`src/rtl/ha_pkg.sv`:
```
// ha_pkg: shared defaults and lane vector type for the half adder unit.
package ha_pkg;
    localparam int DEFAULT_WIDTH = 1;
    localparam int DEFAULT_CNT_W = 8;
    typedef logic [DEFAULT_WIDTH-1:0] lane_t;
endpackage

```
`src/rtl/ha_lane.sv`:
```
// ha_lane: single-bit combinational half adder.
module ha_lane (
    input  logic a_i,
    input  logic b_i,
    output logic sum_o,
    output logic carry_o
);
    assign sum_o   = a_i ^ b_i;
    assign carry_o = a_i & b_i;
endmodule

```
`src/rtl/half_adder_unit.sv`:
```
// half_adder_unit: WIDTH-lane half adder with live combinational outputs,
// a valid-qualified registered copy and a saturating carry-event counter.
module half_adder_unit
    import ha_pkg::*;
#(
    parameter int WIDTH = DEFAULT_WIDTH,
    parameter int CNT_W = DEFAULT_CNT_W
) (
    input  logic             clk,
    input  logic             rst,
    input  logic [WIDTH-1:0] a,
    input  logic [WIDTH-1:0] b,
    input  logic             in_valid,
    output logic [WIDTH-1:0] sum,
    output logic [WIDTH-1:0] carry,
    output logic [WIDTH-1:0] sum_q,
    output logic [WIDTH-1:0] carry_q,
    output logic             out_valid,
    output logic [CNT_W-1:0] carry_count
);
    logic [WIDTH-1:0] sum_d, carry_d;
    logic             valid_d, valid_q;
    logic [CNT_W-1:0] cnt_d, cnt_q;

    for (genvar i = 0; i < WIDTH; i++) begin : g_lane
        ha_lane u_lane (
            .a_i     (a[i]),
            .b_i     (b[i]),
            .sum_o   (sum[i]),
            .carry_o (carry[i])
        );
    end

    // Results hold while idle; only out_valid drops.
    always_comb begin
        sum_d   = in_valid ? sum : sum_q;
        carry_d = in_valid ? carry : carry_q;
        valid_d = in_valid;
        cnt_d   = (in_valid && |carry && cnt_q != '1) ? cnt_q + CNT_W'(1) : cnt_q;
    end

    always_ff @(posedge clk or posedge rst) begin
        if (rst) begin
            sum_q   <= '0;
            carry_q <= '0;
            valid_q <= 1'b0;
            cnt_q   <= '0;
        end else begin
            sum_q   <= sum_d;
            carry_q <= carry_d;
            valid_q <= valid_d;
            cnt_q   <= cnt_d;
        end
    end

    assign out_valid   = valid_q;
    assign carry_count = cnt_q;
endmodule

```
`config.mk`:
```
export PLATFORM = sky130hd
export DESIGN_NAME = half_adder_unit
export DESIGN_NICKNAME = d
export VERILOG_FILES = /design/src/rtl/ha_pkg.sv /design/src/rtl/ha_lane.sv /design/src/rtl/half_adder_unit.sv
export SDC_FILE = /design/constraint.sdc
export NUM_CORES = 1
export LEC_CHECK = 0
export BUFFER_PORTS_ARGS = -buffer_cell sky130_fd_sc_hd__buf_2
export CORE_AREA = 2 2 39 41
export DETAILED_ROUTE_END_ITERATION = 7
export DIE_AREA = 0 0 41 43
export PLACE_DENSITY_LB_ADDON = 0.2
export SYNTH_ARGS = -nofsm -noshare
export SYNTH_HDL_FRONTEND = slang
export SYNTH_SLANG_ARGS = --single-unit
```
`constraint.sdc`:
```
create_clock -name clk -period 1.7 [get_ports clk]
set_input_delay 0.085 -clock clk [delete_from_list [all_inputs] [get_ports clk]]
set_output_delay 0.085 -clock clk [all_outputs]
set_load 0.05 [all_outputs]
```
==> summary.txt, run 1 <==
Run status
  • Status: finished clean

Setup path
  • Worst path cell trace: and4_4 -> nand4_4 -> nand3_2 -> mux2_4
  • Critical Path Start Type: register
  • CP Data Arrival Time: 1550 ps
  • Worst path slowest cell: dfrtp_1
  • Crit. End Element: register
  • Crit path max-delay family: simple AND/OR/NAND/NOR gates
  • R2r worst-path depth: 4
  • Critical path required time: 1850 ps
  • Worst Path Max Fanout: 6
  • RR Endpoint: carry_count[1]$_DFFE_PP0P_
  • Buf/Inv on CP: 0
  • Crit-path max cell delay: 450 ps
  • Reg2Reg Setup Slack: 300 ps
  • Critical path type: register to register
  • R2R Path Start: carry_count[3]$_DFFE_PP0P_

Placed design
  • Gp weighted congestion: 0.699
  • Post-DP HPWL: 692 um
  • Worst Setup Slack post-DPL: 310 ps
  • I/O Buffers: 17

STA
  • Slew Viols, Final: 0
  • Finish-stage setup viols: 0
  • Post-Route Setup TNS: 0 ps
  • Unrepaired setup endpoints after global routing: no
  • Setup WS post-layout: 301 ps
  • Worst Clk Skew: 1.59 ps
  • Worst Tran Pin Value: 409 ps
  • Shortest period the worst path allows: 1400 ps
  • Tcrit/Tclk final: 0.823
  • Fin. Hold Viols: 0
  • Relative slew slack: 0.727
  • Max Freq: 715 MHz

Routing
  • Detailed Routing Iterations Pass 1: 4
  • Vias: 403
  • WL met2: 359 um
  • DR WL met3: 71 um
  • Drt total wl: 896 um
  • Met1 wire length: 441 um
  • Via/cell ratio: 4.98
  • Wire per inst: 11.1 um
  • Top Metal Used: met4
  • Initial drt markers: 9
  • Routed Antenna Nets: 0
  • Remaining DRCs: 0

Finish
  • Area growth, synth to finish: 27.8%
  • Most frequent cells in the layout: 17 x buf_2, 11 x dfrtp_1, 6 x nand3_1
  • Layout cell share with drive strength beyond 1: 0.385
  • Commonest non-fill, non-tap cell in the layout: buf_2
  • Number of diodes: 0
  • NumNets Final: 73

Clock tree
  • CTS tree: built
  • Cts bufs inserted: 3
  • H-tree levels: 1
  • Clock root cell: clkbuf_4
  • Clk slew on worst S/H paths: 70 ps
  • CTS Sinks: 11
  • Clock Tree Buf Depth: 2
  • Worst-Skew Late Latency: 270 ps

Synthesis
  • Synth unique cells: 17
  • Seq/Total Area, Yosys: 0.541
  • Post-synthesis xor/xnor area fraction: 0.0860
  • Adder-cell share of the synthesized area: 0.0491
  • Largest family of logic cells by synthesized area: simple AND/OR/NAND/NOR gates
  • Compound-Gate Fraction of Synth Area: 0.0467
  • Post-synthesis mux area share: 0.0516
  • Synth top area cells: dfrtp_1 54%, xnor2_1 8.6%, nand3_1 5.9%
  • Syn Std Cell Area: 509 um2
  • Post-synth top area share: 0.541
  • Syn. warnings: 0
  • Synthesized flop and latch total: 11
  • Syn Inst Count: 43
  • Most area-hungry cell type in the Yosys netlist: dfrtp_1
  • Syn_nets: 50
  • Simple-Gate Fraction of Synth Area: 0.204
  • Post-Syn Area per Cell: 11.8 um2

Global routing
  • First-pass GRT wire length: 1500 um
  • Pin count of the biggest net entering global routing: 12
  • Vias in the first global route: 362
  • Total grt overflow: 0
  • Initial antenna violation count: 0
  • GRT Total Usage: 0.129

Die
  • Full die area: 1760 um2
  • Initial core utilization: 0.368
  • Die Span X: 41 um
  • Core ar.: 1380 um2
  • Ports: 18
  • Cell Rows: 14
  • Chip Height: 43 um

Power
  • Sw frac: 0.481
  • P_int: 0.000537 W
  • Power per cell area: 1590 nW/um2
  • Sequential share of power: 0.402
  • Clk pwr share: 0.168
  • Static leakage: 0.323 nW
  • P_sw: 0.000498 W
  • Peak VDD IR: 714 uV
  • Gate power share: 0.430

Hold path
  • WHS Path Cells: 1
  • Min-delay worst type: input pin to register
  • Hold_sp: in_valid
  • Destination of the worst hold path: out_valid$_DFF_PP0_

Flow run
  • Max-Cap Viols: 0
sequential cells by signal, summed over array words and instances, names as in the netlist:
signal       cells
sum_q            1
carry_q          1
carry_count      8
out_valid        1
worst max path at each step:
| stage | to | cells past startpoint | startpoint | slack (ps) |
|---|---|---|---|---|
| after floorplan | carry_count[1]$_DFFE_PP0P_ | 4 | carry_count[4]$_DFFE_PP0P_ | 8 |
| after global placement | carry_count[1]$_DFFE_PP0P_ | 4 | carry_count[3]$_DFFE_PP0P_ | 320 |
| after detailed placement | carry_count[1]$_DFFE_PP0P_ | 4 | carry_count[3]$_DFFE_PP0P_ | 310 |
| after CTS | carry_count[1]$_DFFE_PP0P_ | 4 | carry_count[3]$_DFFE_PP0P_ | 290 |
| after global routing | carry_count[6]$_DFFE_PP0P_ | 5 | carry_count[0]$_DFFE_PP0P_ | 230 |
| final | carry_count[1]$_DFFE_PP0P_ | 4 | carry_count[3]$_DFFE_PP0P_ | 300 |
per-layer routing:
layer | global-route usage | vias up
met4 | 0.100 | 0
met2 | 0.166 | 17
li1 | - | 197
met1 | 0.177 | 185
met3 | 0.0314 | 4
met5 | 0 | -
synthesized netlist by cell type, drive strengths merged:
cell and n:
nor2 3, nand3 7, dfrtp 11, a31oi 1, xnor2 5, a21oi 1
inv 3, o21a 1, ha 2, and4 1, mux2 2, o21ai 1
nand2 2, nand4 3
power groups by stage:
stage	Sequential [W]	Combinational, W	Clock [W]
6_report	0.000416	0.000445	0.000174
5_1_grt	0.000428	0.000473	0.000196
4_1_cts	0.000415	0.000449	0.000183
3_5_place_dp	0.000419	0.000448	0
3_3_place_gp	0.000415	0.000447	0
2_1_floorplan	0.000628	0.000129	0
through the flow:
step	utilization	instance area, um2	power, W	hold slack [ps]	instances
4_1_cts	0.470	651	0.00105	2.21	81
5_1_grt	0.470	651	0.00110	0.970	81
2_1_floorplan	-	509	0.000757	-62.6	43
6_report	0.470	651	0.00103	12.1	81
3_5_place_dp	0.444	614	0.000867	101	76
3_3_place_gp	0.444	614	0.000862	104	76
worst register-to-register path: cells and delay by family, from the launching register on:
family        cells  cell delay, ps
flops             1             450
mux               1             300
simple gates      3             540
area by class of cell:
class / instances / area, um2
fillers: 144 / 733
flip-flops and latches: 11 / 275
multi-input cells: 29 / 223
repair buffers: 18 / 95.1
clock buffers: 4 / 26.3
well taps: 16 / 20.0
inverters: 3 / 11.3
cell families (layout without fill, tap and decap cells):
kind of cell	count (synthesis)	in the layout
simple gates	16	16
flops	11	11
xor+xnor	5	5
compound gates	4	4
buf+inv	3	25
fa+ha+maj	2	2
mux	2	2
repair_timing:
item / 4_1_cts / 5_1_grt
hold buffers: 1 / 0
endpoints found under the setup margin: 0 / 0
endpoints found under the hold margin: 11 / 0
setup buffers: 0 / 0
resized for setup: 0 / 0
Power figures use the tool's default switching activity.
==> run 2: changes to the inputs <==
--- a/config.mk
+++ b/config.mk
@@ -5,10 +5,10 @@
 export SDC_FILE = /design/constraint.sdc
 export NUM_CORES = 1
 export LEC_CHECK = 0
+export ABC_AREA = 1
 export BUFFER_PORTS_ARGS = -buffer_cell sky130_fd_sc_hd__buf_2
-export CORE_AREA = 2 2 39 41
+export CORE_UTILIZATION = 48
 export DETAILED_ROUTE_END_ITERATION = 7
-export DIE_AREA = 0 0 41 43
 export PLACE_DENSITY_LB_ADDON = 0.2
 export SYNTH_ARGS = -nofsm -noshare
 export SYNTH_HDL_FRONTEND = slang
==> constraint.sdc (replaced) <==
create_clock -name clk -period 1.3 [get_ports clk]
set_input_delay 0.065 -clock clk [delete_from_list [all_inputs] [get_ports clk]]
set_output_delay 0.065 -clock clk [all_outputs]
set_load 0.05 [all_outputs]
==> summary.txt, run 2 <==
Clock tree
  • CTS tree: built
  • Clock root cell: clkbuf_4
  • Setup bufs post-CTS: 0 (unchanged)
  • # hold bufs at CTS: 2 (+1)
  • Total of cells resized after clock tree synthesis: 0 (unchanged)
  • Worst-Skew Late Latency: 270 ps (about the same)
  • CTS Sinks: 11 (unchanged)
  • H-tree levels: 1 (unchanged)
  • Clk slew on worst S/H paths: 70 ps (about the same)
  • Cts bufs inserted: 3 (unchanged)
  • Clock Tree Buf Depth: 2 (unchanged)

Power
  • P_int: 0.000668 W (+24%)
  • Sw frac: 0.460 (-0.0206)
  • Gate power share: 0.395 (-0.035)
  • Clk pwr share: 0.190 (+0.022)
  • Static leakage: 0.401 nW (+24%)
  • Power per cell area: 1560 nW/um2 (-1.7%)
  • Sequential share of power: 0.415 (+0.013)
  • P_sw: 0.000570 W (+14%)
  • Peak VDD IR: 933 uV (+31%)
  • Power Total: 0.00124 W (+20%)

STA
  • Tcrit/Tclk final: 0.909 (+0.0858)
  • Worst Tran Pin Value: 425 ps (+16.5 ps)
  • Post-Route Setup TNS: 0 ps (unchanged)
  • Setup WS post-layout: 118 ps (-182 ps)
  • Shortest period the worst path allows: 1180 ps (-218 ps)
  • Max Freq: 846 MHz (+18%)
  • Worst Clk Skew: 2.35 ps (+0.758 ps)
  • Unrepaired setup endpoints after global routing: no
  • Relative slew slack: 0.716 (-0.0110)
  • Fin. Hold Viols: 0 (unchanged)
  • Finish-stage setup viols: 0 (unchanged)
  • Slew Viols, Final: 0 (unchanged)

Finish
  • NumNets Final: 106 (+45%)
  • Most frequent cells in the layout: 23 x nand2_1, 17 x buf_2, 10 x inv_1
  • Area growth, synth to finish: 27.1%
  • Layout cell share with drive strength beyond 1: 0.398 (+0.0133)
  • Commonest non-fill, non-tap cell in the layout: nand2_1
  • Design area: 792 um2 (+22%)
  • Max reg flops: 8 (unchanged)
  • Number of diodes: 0 (unchanged)

Synthesis
  • Syn Inst Count: 76 (+77%)
  • Syn. warnings: 0 (unchanged)
  • Post-Syn Area per Cell: 8.20 um2 (-31%)
  • Syn Std Cell Area: 623 um2 (+22%)
  • Seq/Total Area, Yosys: 0.442 (-0.0988)
  • Top-count cell post-synth: nand2_1
  • Number of flops mapped to enable cells by yosys: 0 (unchanged)
  • Synth unique cells: 21 (+4)
  • Synth top area cells: dfrtp_1 44%, nand2_1 14%, nand3_1 6.4%
  • Largest family of logic cells by synthesized area: simple AND/OR/NAND/NOR gates
  • Most area-hungry cell type in the Yosys netlist: dfrtp_1
  • Primary FF master, synth: dfrtp_1
  • Post-synthesis xor/xnor area fraction: 0.0141 (-0.0719)
  • Synthesized flop and latch total: 11 (unchanged)
  • Adder-cell share of the synthesized area: 0.0402 (-0.00898)
  • Compound-Gate Fraction of Synth Area: 0.0382 (-0.00853)
  • Post-synth ARST share: 1.00 (unchanged)
  • Post-synth top area share: 0.442 (-0.0988)
  • Most frequent cells after synthesis: 23 x nand2_1, 11 x dfrtp_1, 10 x inv_1
  • Syn_nets: 83 (+66%)
  • Post-synthesis mux area share: 0.0181 (-0.0335)
  • Simple-Gate Fraction of Synth Area: 0.345 (+0.141)

Routing
  • Drt total wl: 1220 um (+36%)
  • Detailed Routing Iterations Pass 1: 4 (unchanged)
  • Vias: 549 (+36%)
  • Wire per inst: 10.9 um (-1.8%)
  • Remaining DRCs: 0 (unchanged)
  • Via/cell ratio: 4.90 (-1.5%)
  • Routed Antenna Nets: 0 (unchanged)
  • Initial drt markers: 12 (+3)

Setup path
  • Crit-path max cell delay: 430 ps (-20 ps)
  • CP Data Arrival Time: 1390 ps (-160 ps)
  • Critical path type: register to register
  • Critical Path Start Type: register
  • Worst path slowest cell: dfrtp_2
  • Critical path required time: 1500 ps (-350 ps)
  • Worst path cell trace: ha_4 -> clkinv_2 -> nor2_2 -> nand2_4 -> nand2_4 -> nand2_1 -> o21ai_2
  • Worst Path Max Fanout: 8 (+2)
  • Most used cell, CP: nand2_4
  • Reg2Reg Setup Slack: 120 ps (-180 ps)
  • Crit. End Element: register

Hold path
  • Min-delay worst type: input pin to register

Die
  • Initial core utilization: 0.539 (+0.171)
  • Die Span X: 38.0 um (-7.2%)
  • Ports: 18 (unchanged)
  • Full die area: 1450 um2 (-18%)
  • Cell Rows: 12 (-2)
  • Core ar.: 1160 um2 (-16%)
  • Chip Height: 38.0 um (-12%)

Global routing
  • First-pass GRT wire length: 2020 um (+34%)
  • GRT Total Usage: 0.213 (+0.0843)
  • Pin count of the biggest net entering global routing: 12 (unchanged)
  • Initial antenna violation count: 0 (unchanged)
  • Total grt overflow: 0 (unchanged)
  • Vias in the first global route: 469 (+30%)

Run status
  • Status: finished clean

Placed design
  • Post-DP HPWL: 839 um (+21%)
  • Gp weighted congestion: 0.832 (+19%)
  • I/O Buffers: 17 (unchanged)
  • DP Area: 744 um2 (+21%)
  • Worst Setup Slack post-DPL: 140 ps (-169 ps)

Flow run
  • Max-Cap Viols: 0 (unchanged)
## run 2: changes by cell type after synthesis, sizes merged, moves of 2 or more
cell | before | now
xnor2 | 5 | 1
nor2 | 3 | 5
o21ai | 1 | 4
inv | 3 | 10
nand2 | 2 | 26
## run 2: final cells by class
| cell class | instances | area [um2] |
|---|---|---|
| Fill cell | 91 | 364 |
| Clock buffer | 3 | 22.5 |
| Inverter | 12 | 60.1 |
| Timing Repair Buffer | 19 | 105 |
| Clock inverter | 1 | 5.00 |
| Sequential cell | 11 | 285 |
| Tap cell | 14 | 17.5 |
| Multi-Input combinational cell | 52 | 297 |
## run 2: path summary, 6_finish.rpt
check	from	to	depth (start not counted)
hold reg to reg	sum_q$_DFFE_PP0P_	sum_q$_DFFE_PP0P_	1
setup reg to reg	carry_count[1]$_DFFE_PP0P_	carry_count[2]$_DFFE_PP0P_	7
setup / recovery	carry_count[1]$_DFFE_PP0P_	carry_count[2]$_DFFE_PP0P_	7
max in group asynchronous	rst	carry_count[4]$_DFFE_PP0P_	3
hold / removal	b	sum_q$_DFFE_PP0P_	3
min in group asynchronous	rst	carry_q$_DFFE_PP0P_	3
## run 2: worst max-delay path: cells and delay by family (launching register included)
family / cells / cell delay, ps
DFF: 1 / 430
and+or+nand+nor: 4 / 390
adders and majority gates: 1 / 180
buffers and inverters: 1 / 60
AOI/OAI and AO/OA: 1 / 50
## run 2: stage by stage
| step | instances | utilization | hold slack (ps) |
|---|---|---|---|
| 2_1_floorplan | 76 | - | -83.1 |
| 3_3_place_gp | 106 | 0.644 | 77.5 |
| 3_5_place_dp | 106 | 0.644 | 82.0 |
| 4_1_cts | 112 | 0.685 | 145 |
| 5_1_grt | 112 | 0.685 | 180 |
| 6_report | 112 | 0.685 | 173 |
## run 2: per-layer routing
metal	global-route usage	vias to the layer above	routed length [um]
met1	0.274	243	587
li1	-	285	-
met3	0.0523	4	43
met5	0	-	0
met4	0.161	0	25
met2	0.305	17	560
## run 2: logic make-up after synthesis
logic type                 Yosys count
adders and majority gates            2
DFF                                 11
and+or+nand+nor                     44
xor gates and xnor gates             1
buffers and inverters               13
muxes                                1
AOI/OAI and AO/OA                    4
## run 2: power groups by stage
stage / sequential [W] / clock [W] / combinational, W
final: 0.000514 / 0.000236 / 0.000489
after floorplan: 0.000692 / 0 / 0.000217
after detailed placement: 0.000520 / 0 / 0.000483
after global routing: 0.000525 / 0.000253 / 0.000531
after CTS: 0.000513 / 0.000246 / 0.000492
after global placement: 0.000511 / 0 / 0.000486
==> run 3: changes to the inputs <==
--- a/config.mk
+++ b/config.mk
@@ -7,8 +7,10 @@
 export LEC_CHECK = 0
 export ABC_AREA = 1
 export BUFFER_PORTS_ARGS = -buffer_cell sky130_fd_sc_hd__buf_2
-export CORE_UTILIZATION = 48
+export CORE_AREA = 2 2 39 41
+export CTS_BUF_LIST = sky130_fd_sc_hd__clkbuf_4 sky130_fd_sc_hd__clkbuf_8
 export DETAILED_ROUTE_END_ITERATION = 7
+export DIE_AREA = 0 0 41 43
 export PLACE_DENSITY_LB_ADDON = 0.2
 export SYNTH_ARGS = -nofsm -noshare
 export SYNTH_HDL_FRONTEND = slang
==> summary.txt, run 3 (same netlist as run 2, synthesis figures left out) <==
Power
  • P_sw: 0.000578 W (+1.3%)
  • Clk pwr share: 0.209 (+0.019)
  • Static leakage: 0.402 nW (+0.17%)
  • Power per cell area: 1590 nW/um2 (+2.0%)
  • Sequential share of power: 0.406 (-0.009)
  • P_int: 0.000693 W (+3.8%)
  • Sw frac: 0.454 (-0.00599)
  • Gate power share: 0.385 (-0.010)
  • Peak VDD IR: 1190 uV (+28%)

STA
  • Finish-stage setup viols: 0 (unchanged)
  • Fin. Hold Viols: 0 (unchanged)
  • Setup WS post-layout: 125 ps (+6.32 ps)
  • Worst Clk Skew: 4.81 ps (+2.46 ps)
  • Unrepaired setup endpoints after global routing: no
  • Shortest period the worst path allows: 1180 ps (-6.32 ps)
  • Slew Viols, Final: 0 (unchanged)
  • Worst Tran Pin Value: 410 ps (-14.6 ps)
  • Post-Route Setup TNS: 0 ps (unchanged)
  • Relative slew slack: 0.726 (+0.00978)
  • Tcrit/Tclk final: 0.904 (-0.00486)
  • Max Freq: 851 MHz (+0.54%)

Global routing
  • Total grt overflow: 0 (unchanged)
  • Vias in the first global route: 513 (+9.4%)
  • Pin count of the biggest net entering global routing: 12 (unchanged)
  • GRT Total Usage: 0.181 (-0.0320)
  • First-pass GRT wire length: 2100 um (+3.8%)
  • Initial antenna violation count: 0 (unchanged)

Finish
  • Max reg flops: 8 (unchanged)
  • Fin cells: 114 (+1.8%)
  • Area of the multi-input gates: 297 um2 (unchanged)
  • Area growth, synth to finish: 27.9%
  • Utilization after layout: 0.576 (-0.109)
  • Filler instances: 135 (+48%)
  • Layout cell share with drive strength beyond 1: 0.398 (unchanged)
  • Most frequent cells in the layout: 23 x nand2_1, 17 x buf_2, 10 x inv_1
  • Commonest non-fill, non-tap cell in the layout: nand2_1
  • Number of diodes: 0 (unchanged)
  • FF+latch area: 285 um2 (unchanged)
  • NumNets Final: 106 (unchanged)

Clock tree
  • # hold bufs at CTS: 2 (unchanged)
  • Clk slew on worst S/H paths: 70 ps (about the same)
  • Worst-Skew Late Latency: 280 ps (about the same)
  • CTS Sinks: 11 (unchanged)
  • CTS tree: built
  • Clock root cell: clkbuf_4
  • H-tree levels: 1 (unchanged)
  • Setup bufs post-CTS: 0 (unchanged)
  • Clock Tree Buf Depth: 2 (unchanged)
  • Cts bufs inserted: 3 (unchanged)
  • Total of cells resized after clock tree synthesis: 0 (unchanged)

Placed design
  • I/O Buffers: 17 (unchanged)
  • Placed cell count: 108 (+1.9%)
  • Post-DP HPWL: 957 um (+14%)
  • Gp weighted congestion: 0.764 (-8.1%)
  • Worst Setup Slack post-DPL: 139 ps (-1.85 ps)

Setup path
  • Critical Path Start Type: register
  • Reg2Reg Setup Slack: 120 ps (about the same)
  • CP Data Arrival Time: 1380 ps (about the same)
  • Worst Path Max Fanout: 8 (unchanged)
  • Critical path type: register to register
  • Critical path required time: 1510 ps (about the same)
  • Crit. End Element: register

Die
  • Full die area: 1760 um2 (+22%)
  • Core ar.: 1380 um2 (+20%)
  • Cell Rows: 14 (+2)
  • Chip Height: 43 um (+13%)
  • Ports: 18 (unchanged)
  • Initial core utilization: 0.450 (-0.0887)
  • Die Span X: 41 um (+7.8%)

Routing
  • Detailed Routing Iterations Pass 1: 4 (unchanged)
  • Vias: 563 (+2.6%)
  • Wire per inst: 11.1 um (+1.7%)
  • Drt total wl: 1260 um (+3.5%)
  • Routed Antenna Nets: 0 (unchanged)
  • Via/cell ratio: 4.94 (+0.75%)
  • Remaining DRCs: 0 (unchanged)
  • Initial drt markers: 8 (-4)

Run status
  • Status: finished clean

Hold path
  • Min-delay worst type: input pin to register

Flow run
  • Max-Cap Viols: 0 (unchanged)
## run 3: final timing paths
check                      cells past startpoint                        from                          to
min in group asynchronous                      3                         rst         carry_q$_DFFE_PP0P_
max                                            7  carry_count[1]$_DFFE_PP0P_  carry_count[2]$_DFFE_PP0P_
max in group asynchronous                      3                         rst  carry_count[2]$_DFFE_PP0P_
min                                            3                           b           sum_q$_DFFE_PP0P_
max reg2reg                                    7  carry_count[1]$_DFFE_PP0P_  carry_count[2]$_DFFE_PP0P_
min reg2reg                                    2  carry_count[5]$_DFFE_PP0P_  carry_count[5]$_DFFE_PP0P_
## run 3: final cells by class
class / instances / area share
flip-flops and latches: 11 / 0.358
repair buffers: 19 / 0.132
well taps: 16 / 0.0251
inverters: 12 / 0.0754
multi-input cells: 52 / 0.372
clock buffers: 4 / 0.0377
## run 3: critical path, stage by stage (launching register included)
cell and delay [ps]:
dfrtp_2 420, ha_4 180, clkinv_2 60, nor2_2 110, nand2_4 100, nand2_4 110, nand2_1 70, o21ai_2 50
## run 3: per-layer routing
layer / wire (um) / share of wire / global-route usage
met5: 0 / 0 / 0
met2: 613 / 0.49 / 0.266
met1: 548 / 0.43 / 0.233
met3: 59 / 0.047 / 0.0314
met4: 38 / 0.030 / 0.120
## run 3: power by group through the flow
| stage | clock [W] | sequential, W | combinational, W |
|---|---|---|---|
| 2_1_floorplan | 0 | 0.000692 | 0.000217 |
| 3_3_place_gp | 0 | 0.000515 | 0.000483 |
| 3_5_place_dp | 0 | 0.000522 | 0.000490 |
| 4_1_cts | 0.000266 | 0.000515 | 0.000495 |
| 5_1_grt | 0.000286 | 0.000530 | 0.000525 |
| 6_report | 0.000265 | 0.000516 | 0.000489 |
## run 3: through the flow
| stage | total power (W) | area (um2) | hold slack, ps |
|---|---|---|---|
| detailed placement | 0.00101 | 747 | 90.3 |
| finish | 0.00127 | 797 | 181 |
| global placement | 0.000998 | 747 | 87.0 |
| CTS | 0.00128 | 797 | 192 |
| floorplan | 0.000910 | 649 | -83.1 |
| global route | 0.00134 | 797 | 190 |
